$ cat src/rtl/mul_issue_ctrl.sv
// mul_issue_ctrl
//   Issue/retire controller for a fixed-latency, non-stallable multiplier
//   shared by two requesters. Each accepted request is followed through a
//   LAT-deep tracking pipe that runs alongside the datapath. When a result
//   leaves the datapath its {src, tag} is written to a small tag FIFO that
//   mirrors the result buffer. Issue is credit-gated so that every result
//   in flight is guaranteed a free buffer slot. Responses pop in issue order.
//
// Parameters
//   LAT    datapath latency in cycles (1..8)
//   DEPTH  result-buffer entries, power of two (2..16)
//   TAG_W  requester tag width
//
// Ports
//   clk, rst                  clock, asynchronous active-high reset
//   req0_valid/req0_tag       requester 0 operand pair present, its tag
//   req1_valid/req1_tag       requester 1 operand pair present, its tag
//   req0_ready/req1_ready     accept strobes (combinational)
//   iss_valid, iss_sel        launch strobe and operand mux select
//   buf_wr_en, buf_wr_ptr     result-buffer write strobe and address
//   buf_rd_ptr                result-buffer read address
//   rsp_valid/rsp_src/rsp_tag head-of-buffer response
//   rsp_ready                 consumer pops the head response
//   busy                      anything in flight or buffered

module mul_issue_ctrl #(
    parameter int LAT   = 3,
    parameter int DEPTH = 4,
    parameter int TAG_W = 4
) (
    input  logic                     clk,
    input  logic                     rst,
    input  logic                     req0_valid,
    input  logic [TAG_W-1:0]         req0_tag,
    input  logic                     req1_valid,
    input  logic [TAG_W-1:0]         req1_tag,
    output logic                     req0_ready,
    output logic                     req1_ready,
    output logic                     iss_valid,
    output logic                     iss_sel,
    output logic                     buf_wr_en,
    output logic [$clog2(DEPTH)-1:0] buf_wr_ptr,
    output logic [$clog2(DEPTH)-1:0] buf_rd_ptr,
    output logic                     rsp_valid,
    output logic                     rsp_src,
    output logic [TAG_W-1:0]         rsp_tag,
    input  logic                     rsp_ready,
    output logic                     busy
);

    localparam int PTR_W = $clog2(DEPTH);
    localparam int CNT_W = PTR_W + 1;
    localparam logic [CNT_W-1:0] C_FULL = CNT_W'(DEPTH);

    // tracking pipe, stage LAT-1 is the one leaving the datapath
    logic [LAT-1:0]            r_trk_vld;
    logic [LAT-1:0]            r_trk_src;
    logic [LAT-1:0][TAG_W-1:0] r_trk_tag;

    logic [PTR_W-1:0] r_wr_ptr;
    logic [PTR_W-1:0] r_rd_ptr;
    logic [CNT_W-1:0] r_occ;
    logic [CNT_W-1:0] r_inflight;
    logic             r_last;

    logic             r_fifo_src [DEPTH];
    logic [TAG_W-1:0] r_fifo_tag [DEPTH];

    logic             w_credit;
    logic             w_sel;
    logic             w_issue;
    logic             w_retire;
    logic             w_pop;
    logic [CNT_W:0]   w_used;

    // Credit uses registered counts only; a pop frees its slot for issue
    // one cycle later, which keeps ready independent of rsp_ready.
    assign w_used   = {1'b0, r_inflight} + {1'b0, r_occ};
    assign w_credit = !rst && (w_used < {1'b0, C_FULL});

    // r_last = 1 means requester 1 was granted last, so 0 wins a tie.
    assign w_sel    = req1_valid && (!req0_valid || !r_last);
    assign w_issue  = w_credit && (req0_valid || req1_valid);
    assign w_retire = r_trk_vld[LAT-1];
    assign w_pop    = rsp_valid && rsp_ready;

    assign req0_ready = w_credit && !w_sel;
    assign req1_ready = w_credit && w_sel;
    assign iss_valid  = w_issue;
    assign iss_sel    = w_sel;
    assign buf_wr_en  = w_retire;
    assign buf_wr_ptr = r_wr_ptr;
    assign buf_rd_ptr = r_rd_ptr;
    assign rsp_valid  = (r_occ != '0);
    assign rsp_src    = r_fifo_src[r_rd_ptr];
    assign rsp_tag    = r_fifo_tag[r_rd_ptr];
    assign busy       = (r_inflight != '0) || (r_occ != '0);

    always_ff @(posedge clk or posedge rst) begin
        if (rst) begin
            r_trk_vld  <= '0;
            r_trk_src  <= '0;
            r_trk_tag  <= '0;
            r_wr_ptr   <= '0;
            r_rd_ptr   <= '0;
            r_occ      <= '0;
            r_inflight <= '0;
            r_last     <= 1'b1;
        end else begin
            r_trk_vld[0] <= w_issue;
            r_trk_src[0] <= w_sel;
            r_trk_tag[0] <= w_sel ? req1_tag : req0_tag;
            for (int i = 1; i < LAT; i++) begin
                r_trk_vld[i] <= r_trk_vld[i-1];
                r_trk_src[i] <= r_trk_src[i-1];
                r_trk_tag[i] <= r_trk_tag[i-1];
            end

            if (w_retire) r_wr_ptr <= r_wr_ptr + PTR_W'(1);
            if (w_pop)    r_rd_ptr <= r_rd_ptr + PTR_W'(1);

            case ({w_issue, w_retire})
                2'b10:   r_inflight <= r_inflight + CNT_W'(1);
                2'b01:   r_inflight <= r_inflight - CNT_W'(1);
                default: r_inflight <= r_inflight;
            endcase

            case ({w_retire, w_pop})
                2'b10:   r_occ <= r_occ + CNT_W'(1);
                2'b01:   r_occ <= r_occ - CNT_W'(1);
                default: r_occ <= r_occ;
            endcase

            if (w_issue) r_last <= w_sel;
        end
    end

    // tag FIFO storage; contents are don't-care while the entry is empty
    always_ff @(posedge clk) begin
        if (w_retire) begin
            r_fifo_src[r_wr_ptr] <= r_trk_src[LAT-1];
            r_fifo_tag[r_wr_ptr] <= r_trk_tag[LAT-1];
        end
    end

`ifndef SYN
    always_ff @(posedge clk) begin
        if (!rst && w_retire) begin
            assert (r_occ != C_FULL)
                else $error("mul_issue_ctrl: result written into a full buffer");
        end
    end
`endif

endmodule

$ cat config.mk
export PLATFORM = sky130hd
export DESIGN_NAME = mul_issue_ctrl
export DESIGN_NICKNAME = d
export VERILOG_FILES = /design/src/rtl/mul_issue_ctrl.sv
export SDC_FILE = /design/constraint.sdc
export NUM_CORES = 1
export LEC_CHECK = 0
export CORE_MARGIN = 2
export CORE_UTILIZATION = 40
export CTS_BUF_LIST = sky130_fd_sc_hd__clkbuf_4 sky130_fd_sc_hd__clkbuf_8
export CTS_CLUSTER_DIAMETER = 120
export DETAILED_ROUTE_END_ITERATION = 12
export MAX_ROUTING_LAYER = met4
export PLACE_DENSITY = 0.6
export RECOVER_POWER = 25
export SYNTH_ARGS = -nofsm -noshare
export SYNTH_HDL_FRONTEND = slang
export SYNTH_SLANG_ARGS = --single-unit
$ cat constraint.sdc
create_clock -name clk -period 2.8 [get_ports clk]
set_input_delay 0.28 -clock clk [delete_from_list [all_inputs] [get_ports clk]]
set_output_delay 0.28 -clock clk [all_outputs]
set_load 0.01 [all_outputs]
Word level (Yosys, flattened, before mapping) --
Memory sizes are Yosys's and may differ from the RTL's. Cells that the tools add are included. W data, S select, Z words.
Storage, ports and cells: bits of input ports 13, output and inout bits 16, word-level logic and storage cells 46, memory bits (writable) 20, bits in registers 29, memories 2
Memory list:
- r_fifo_tag | words 4, width 4, rd ports 1, clocked after Yosys merged registers in 0, wr ports 1, RTL line 67 | logic [TAG_W-1:0] r_fifo_tag [DEPTH];
- r_fifo_src | words 4, width 1, rd ports 1, clocked after Yosys merged registers in 0, wr ports 1, RTL line 66 | logic r_fifo_src [DEPTH];
Operators by class: mux-type cells 5, order comparisons 1, add/sub/neg operators 7, equal/unequal tests 4, reduce and logical (&&, ||, !) cells 17
Operators with widths (number):
- $pmux W3 S2 | 2
- $add A3 B1 Y3 const B | 2
- $logic_and A1 B1 Y1 | 6
- $reduce_bool A3 Y1 | 2
- $sub A3 B1 Y3 const B | 2
- $add A2 B1 Y2 const B | 2
- $add A3 B3 Y4 | 1
- $eq A2 B1 Y1 const B | 2
- $eq A2 B2 Y1 const B | 2
- $logic_not A1 Y1 | 4
- $lt A4 B3 Y1 const B | 1
- $mux W4 | 1
- $reduce_bool A2 Y1 | 2
- $logic_or A1 B1 Y1 | 3
- $mux W1 | 2

Depth between registers and ports, before layout --
depth after elaboration 6, gate-level depth with buffers 9, mapped depth without buffers 9

Worst setup path after synthesis --
OpenSTA, ideal clock, no wires.
kind reg2reg, from register r_occ[2], to register r_inflight[2], slack 500 ps, arrival time 2175 ps, data required time 2675 ps, path buffers 0, stages on the path, launching flop included 10, clock period less this slack 2300 ps, setup time 125 ps, path through dfrtp_1 -> ha_1 -> nor4_1 -> and2_1 -> o21ai_0 -> ha_1 -> fa_1 -> xnor2_1 -> nor2_1 -> xor2_1
Between the ends: word-level cells in the longest chain between the ends 6, elaborated cells on any way between the ends 8, those cells by class 1 x add/sub; 1 x order compare; 2 x eq/ne; 1 x mux; 3 x reduce/logical
Ends and longest elaborated chain:
- start, declared | RTL line 62 | logic [CNT_W-1:0] r_occ;
- start signal, assigned | RTL line 129 | 2'b10: r_occ <= r_occ + CNT_W'(1);
- start signal, assigned | RTL line 130 | 2'b01: r_occ <= r_occ - CNT_W'(1);
- start signal, assigned | RTL line 131 | default: r_occ <= r_occ;
- $add A3 B3 Y4 * | RTL line 78 | assign w_used = {1'b0, r_inflight} + {1'b0, r_occ};
- $lt A4 B3 Y1 * | RTL line 79 | assign w_credit = !rst && (w_used < {1'b0, C_FULL});
- $logic_and A1 B1 Y1 * | RTL line 79
- $logic_and A1 B1 Y1 * | RTL line 83 | assign w_issue = w_credit && (req0_valid || req1_valid);
- $eq A2 B1 Y1 or $eq A2 B2 Y1 (tied branches) | RTL line 122 | case ({w_issue, w_retire})
- $pmux W3 S2 or $reduce_bool A2 Y1 (tied branches)
- end signal, assigned | RTL line 123 | 2'b10: r_inflight <= r_inflight + CNT_W'(1);
- end signal, assigned | RTL line 124 | 2'b01: r_inflight <= r_inflight - CNT_W'(1);
- end signal, assigned | RTL line 125 | default: r_inflight <= r_inflight;
- end, declared | RTL line 63 | logic [CNT_W-1:0] r_inflight;
Every way passes the cells marked *; elsewhere a longest branch is shown, timed or not. A chain may end at the register's enable or synchronous reset.

Final worst setup path --
from register r_occ[2], to output iss_valid
Between the ends: word-level cells in the longest chain between the ends 4
Ends and longest elaborated chain:
- $add A3 B3 Y4 | RTL line 78
- $lt A4 B3 Y1 | RTL line 79
- $logic_and A1 B1 Y1 | RTL line 79
- $logic_and A1 B1 Y1 | RTL line 83
- end, declared | RTL line 39 | output logic iss_valid,
Every way passes these cells.

==> summary.md <==
| Metric | Value |
|---|---|
| Clock share of power | `17.5%` |
| Sum of negative setup slack | `0 ns` |
| Die X | `72.9 um` |
| Number of distinct library cells after synthesis | `25` |
| Actual slew at the worst max-slew pin | `0.439 ns` |
| Count of antenna diodes in the layout | `0` |
| First-pass GRT wire length | `5000 um` |
| Max Freq | `400 MHz` |
| GRT Total Usage | `13.2%` |
| DIE AREA | `5320 sq um` |
| Worst slew margin relative to its limit | `70.7%` |
| Number of buffers inserted to repair setup after CTS | `0` |
| DR DRC count | `0` |
| Antenna violations before repair | `0` |
| MaxCap Viol Count | `0` |
| Pleak | `0.000937 uW` |
| Total number of vias | `985` |
| GR Overflow Total | `0` |
| Pins over their slew limit | `0` |
| Result of the run | `finished clean` |
| CP Data Arrival Time | `2.22 ns` |
| Crit path launch type | `register` |
| Placement row count | `25` |
| Count of endpoints failing hold in the final timing report | `0` |
| CTS sink cnt | `49` |
| Fraction of power consumed by sequential logic | `47.8%` |
| Fraction of layout cells with a size suffix above 1 | `16.9%` |
| Number of port buffers | `28` |
| Vias in the first global route | `1,082` |
| Synthesized netlist net count | `135` |
| Layout Skew | `0.0108 ns` |
| Number of enable-type register cells in the synthesized netlist | `20` |
| Fraction of the yosys area taken by sequential cells | `69.8%` |
| Ranking of synthesized cells by area | `sky130_fd_sc_hd__dfrtp_1 (37%), sky130_fd_sc_hd__edfxtp_1 (32%), sky130_fd_sc_hd__mux4_2 (5.9%)` |
| Fraction of power consumed by combinational cells | `34.7%` |
| Vias per std cell | `4.88` |
| I/O pin cnt | `29` |
| Switching component of the power | `732 uW` |
| Share of flip-flops with an asynchronous set or reset | `59.2%` |
| Weighted congestion reported at the end of routability-driven placement | `0.713` |
| Clock Pin Slew Worst Setup and Hold Paths | `0.08 ns` |
| Power consumption | `2310 uW` |
| Length of the first detailed-routing pass in iterations | `4` |
| Placed cell areas | `2250 sq um` |
| Final wirelength | `2890 um` |
| CTS tree | `built` |
| Endpoint class of the critical path | `output port` |
| TritonCTS buffer count | `5` |
| Shortest clock period the worst path allows after layout | `2.50 ns` |
| Post-synthesis average cell area | `17.0 sq um` |
| Starting Density | `40.8%` |
| Int Pwr | `1580 uW` |
| Power Density | `982 nW/um^2` |
| Root buf cell | `sky130_fd_sc_hd__clkbuf_8` |
| Final net count | `170` |
| Detailed router's first-iteration violation count | `78` |
| Post-synthesis instance area | `1900 sq um` |
| Setup repair after global routing missed its margin | `no` |
| Die extent in y | `72.9 um` |
| Area inside the core boundary | `4660 sq um` |
| Worst IR drop on VDD | `454 uV` |
| Total of endpoints with negative setup slack in the final report | `0` |
| Cell taking the most area after synthesis | `sky130_fd_sc_hd__dfrtp_1` |
| Data required time of the worst path | `2.52 ns` |
| Dpl cells | `194` |
| Maximum number of pins on one net before global-route repair | `30` |
| Min-Delay Path Class | `register to register` |
| Post-route antenna net violation count | `0` |
| Post-route standard cell area excluding fillers | `2350 sq um` |
| Top FF cell, synth | `sky130_fd_sc_hd__dfrtp_1` |
| Routed length per placed instance | `14.3 um` |
| Final HPWL DP | `2130 um` |
| Worst-path fanout max | `4` |
| Kind of critical path | `register to output port` |
| Post-synthesis sequential element count | `49` |
| Source-to-sink clock delay at the later pin of the worst-skew pair | `0.30 ns` |
| Post-layout instance count excluding filler cells | `202` |
| Clk buf depth | `2` |
| Post-synthesis instance total | `112` |
| Clock H-tree levels | `2` |
| Min Hold Slack | `0.352 ns` |
| Share of the clock period used by the worst path after layout | `89.4%` |
| Proportion of netlist area held by the largest area contributor | `36.9%` |
| Syn. warnings | `0` |
| Switching share of total power | `31.7%` |
| Layout overhead on the synthesized area | `23.8%` |
synthesized netlist by cell type (4+ instances only):
library cell	count
sky130_fd_sc_hd__and2_1	5
sky130_fd_sc_hd__dfrtp_1	28
sky130_fd_sc_hd__edfxtp_1	20
sky130_fd_sc_hd__ha_1	8
sky130_fd_sc_hd__inv_1	7
sky130_fd_sc_hd__mux2_2	5
sky130_fd_sc_hd__mux4_2	5
sky130_fd_sc_hd__nor2_1	5
sky130_fd_sc_hd__xnor2_1	4
sky130_fd_sc_hd__xor2_1	5
layout make-up:
class                      instances  area [sq um]
fill                             394          2310
sequential                        49          1330
multi-input combinational         54           544
timing repair buffer              30           295
clock buffer                       5          68.8
tap                               54          67.6
inverter                           7          26.3
clock inverter                     3          22.5
sequential cells by signal, indices dropped and copies added, names as in the netlist:
| signal | cells |
|---|---|
| buf_rd_ptr | 2 |
| r_last | 1 |
| r_trk_tag | 12 |
| buf_wr_ptr | 2 |
| r_fifo_tag | 16 |
| r_fifo_src | 4 |
| r_inflight | 3 |
| r_trk_src | 3 |
| r_trk_vld | 3 |
| r_occ | 3 |
cell usage in the layout, fill, tap and decap left out, types with 5 or more instances in the layout:
master,n
sky130_fd_sc_hd__mux4_2,5
sky130_fd_sc_hd__clkdlybuf4s50_1,28
sky130_fd_sc_hd__clkbuf_8,5
sky130_fd_sc_hd__mux2_2,5
sky130_fd_sc_hd__edfxtp_1,20
sky130_fd_sc_hd__and2_1,5
sky130_fd_sc_hd__nor2_1,5
sky130_fd_sc_hd__dfrtp_1,28
sky130_fd_sc_hd__xor2_1,5
sky130_fd_sc_hd__ha_1,8
sky130_fd_sc_hd__inv_1,7
power by group through the flow:
stage / registers [uW] / logic (uW) / clock network (uW)
finish: 1110 / 801 / 404
global route: 1140 / 890 / 450
CTS: 1110 / 805 / 420
detailed placement: 1130 / 800 / 0
global placement: 1110 / 768 / 0
floorplan: 1060 / 523 / 0
metrics by stage:
stage | setup WS, ns | utilization (%)
global placement | 0.228 | 48.4
CTS | 0.132 | 50.3
finish | 0.297 | 50.5
detailed placement | 0.0953 | 48.4
global route | 0.111 | 50.5
floorplan | 0.500 | -
kinds of logic after synthesis:
| kind of cell | after synthesis | share of synthesized area, % |
|---|---|---|
| AOI/OAI and AO/OA | 5 | 1.78 |
| xor gates and xnor gates | 9 | 4.15 |
| adders and majority gates | 10 | 7.37 |
| buffers and inverters | 9 | 1.84 |
| DFF | 49 | 69.8 |
| muxes | 11 | 9.41 |
| and+or+nand+nor | 19 | 5.60 |
worst max-delay path: stages, from the launching register on:
cell and delay (ns):
sky130_fd_sc_hd__dfrtp_1 0.41, sky130_fd_sc_hd__ha_1 0.22, sky130_fd_sc_hd__nor4_2 0.42, sky130_fd_sc_hd__nand2_1 0.14, sky130_fd_sc_hd__nor2_1 0.17, sky130_fd_sc_hd__clkdlybuf4s50_1 0.56
worst paths after layout:
check,depth (start not counted),from,to,slack (ns)
worst max-delay path,5,r_occ[2],iss_valid,0.30
worst min-delay path,0,r_trk_tag[4],r_trk_tag[8],0.35
worst max register to register,9,r_occ[2],r_inflight[2],0.32
worst min register to register,0,r_trk_tag[4],r_trk_tag[8],0.35
max in group asynchronous,3,rst,r_last,2.11
min in group asynchronous,3,rst,r_trk_src[2],0.39
layer usage:
metal	global-route usage, %	wire, um	up-vias
met5	-	0	-
met4	6.17	63	0
met3	3.31	127	7
met2	21.5	1450	27
met1	15.3	1260	487
li1	-	-	464
timing repair:
item                                    4_1_cts  5_1_grt
hold buffers                                  0        0
resized for setup                             0        1
endpoints found under the setup margin        0        2
Note: power is estimated with default switching activity, not from simulation.
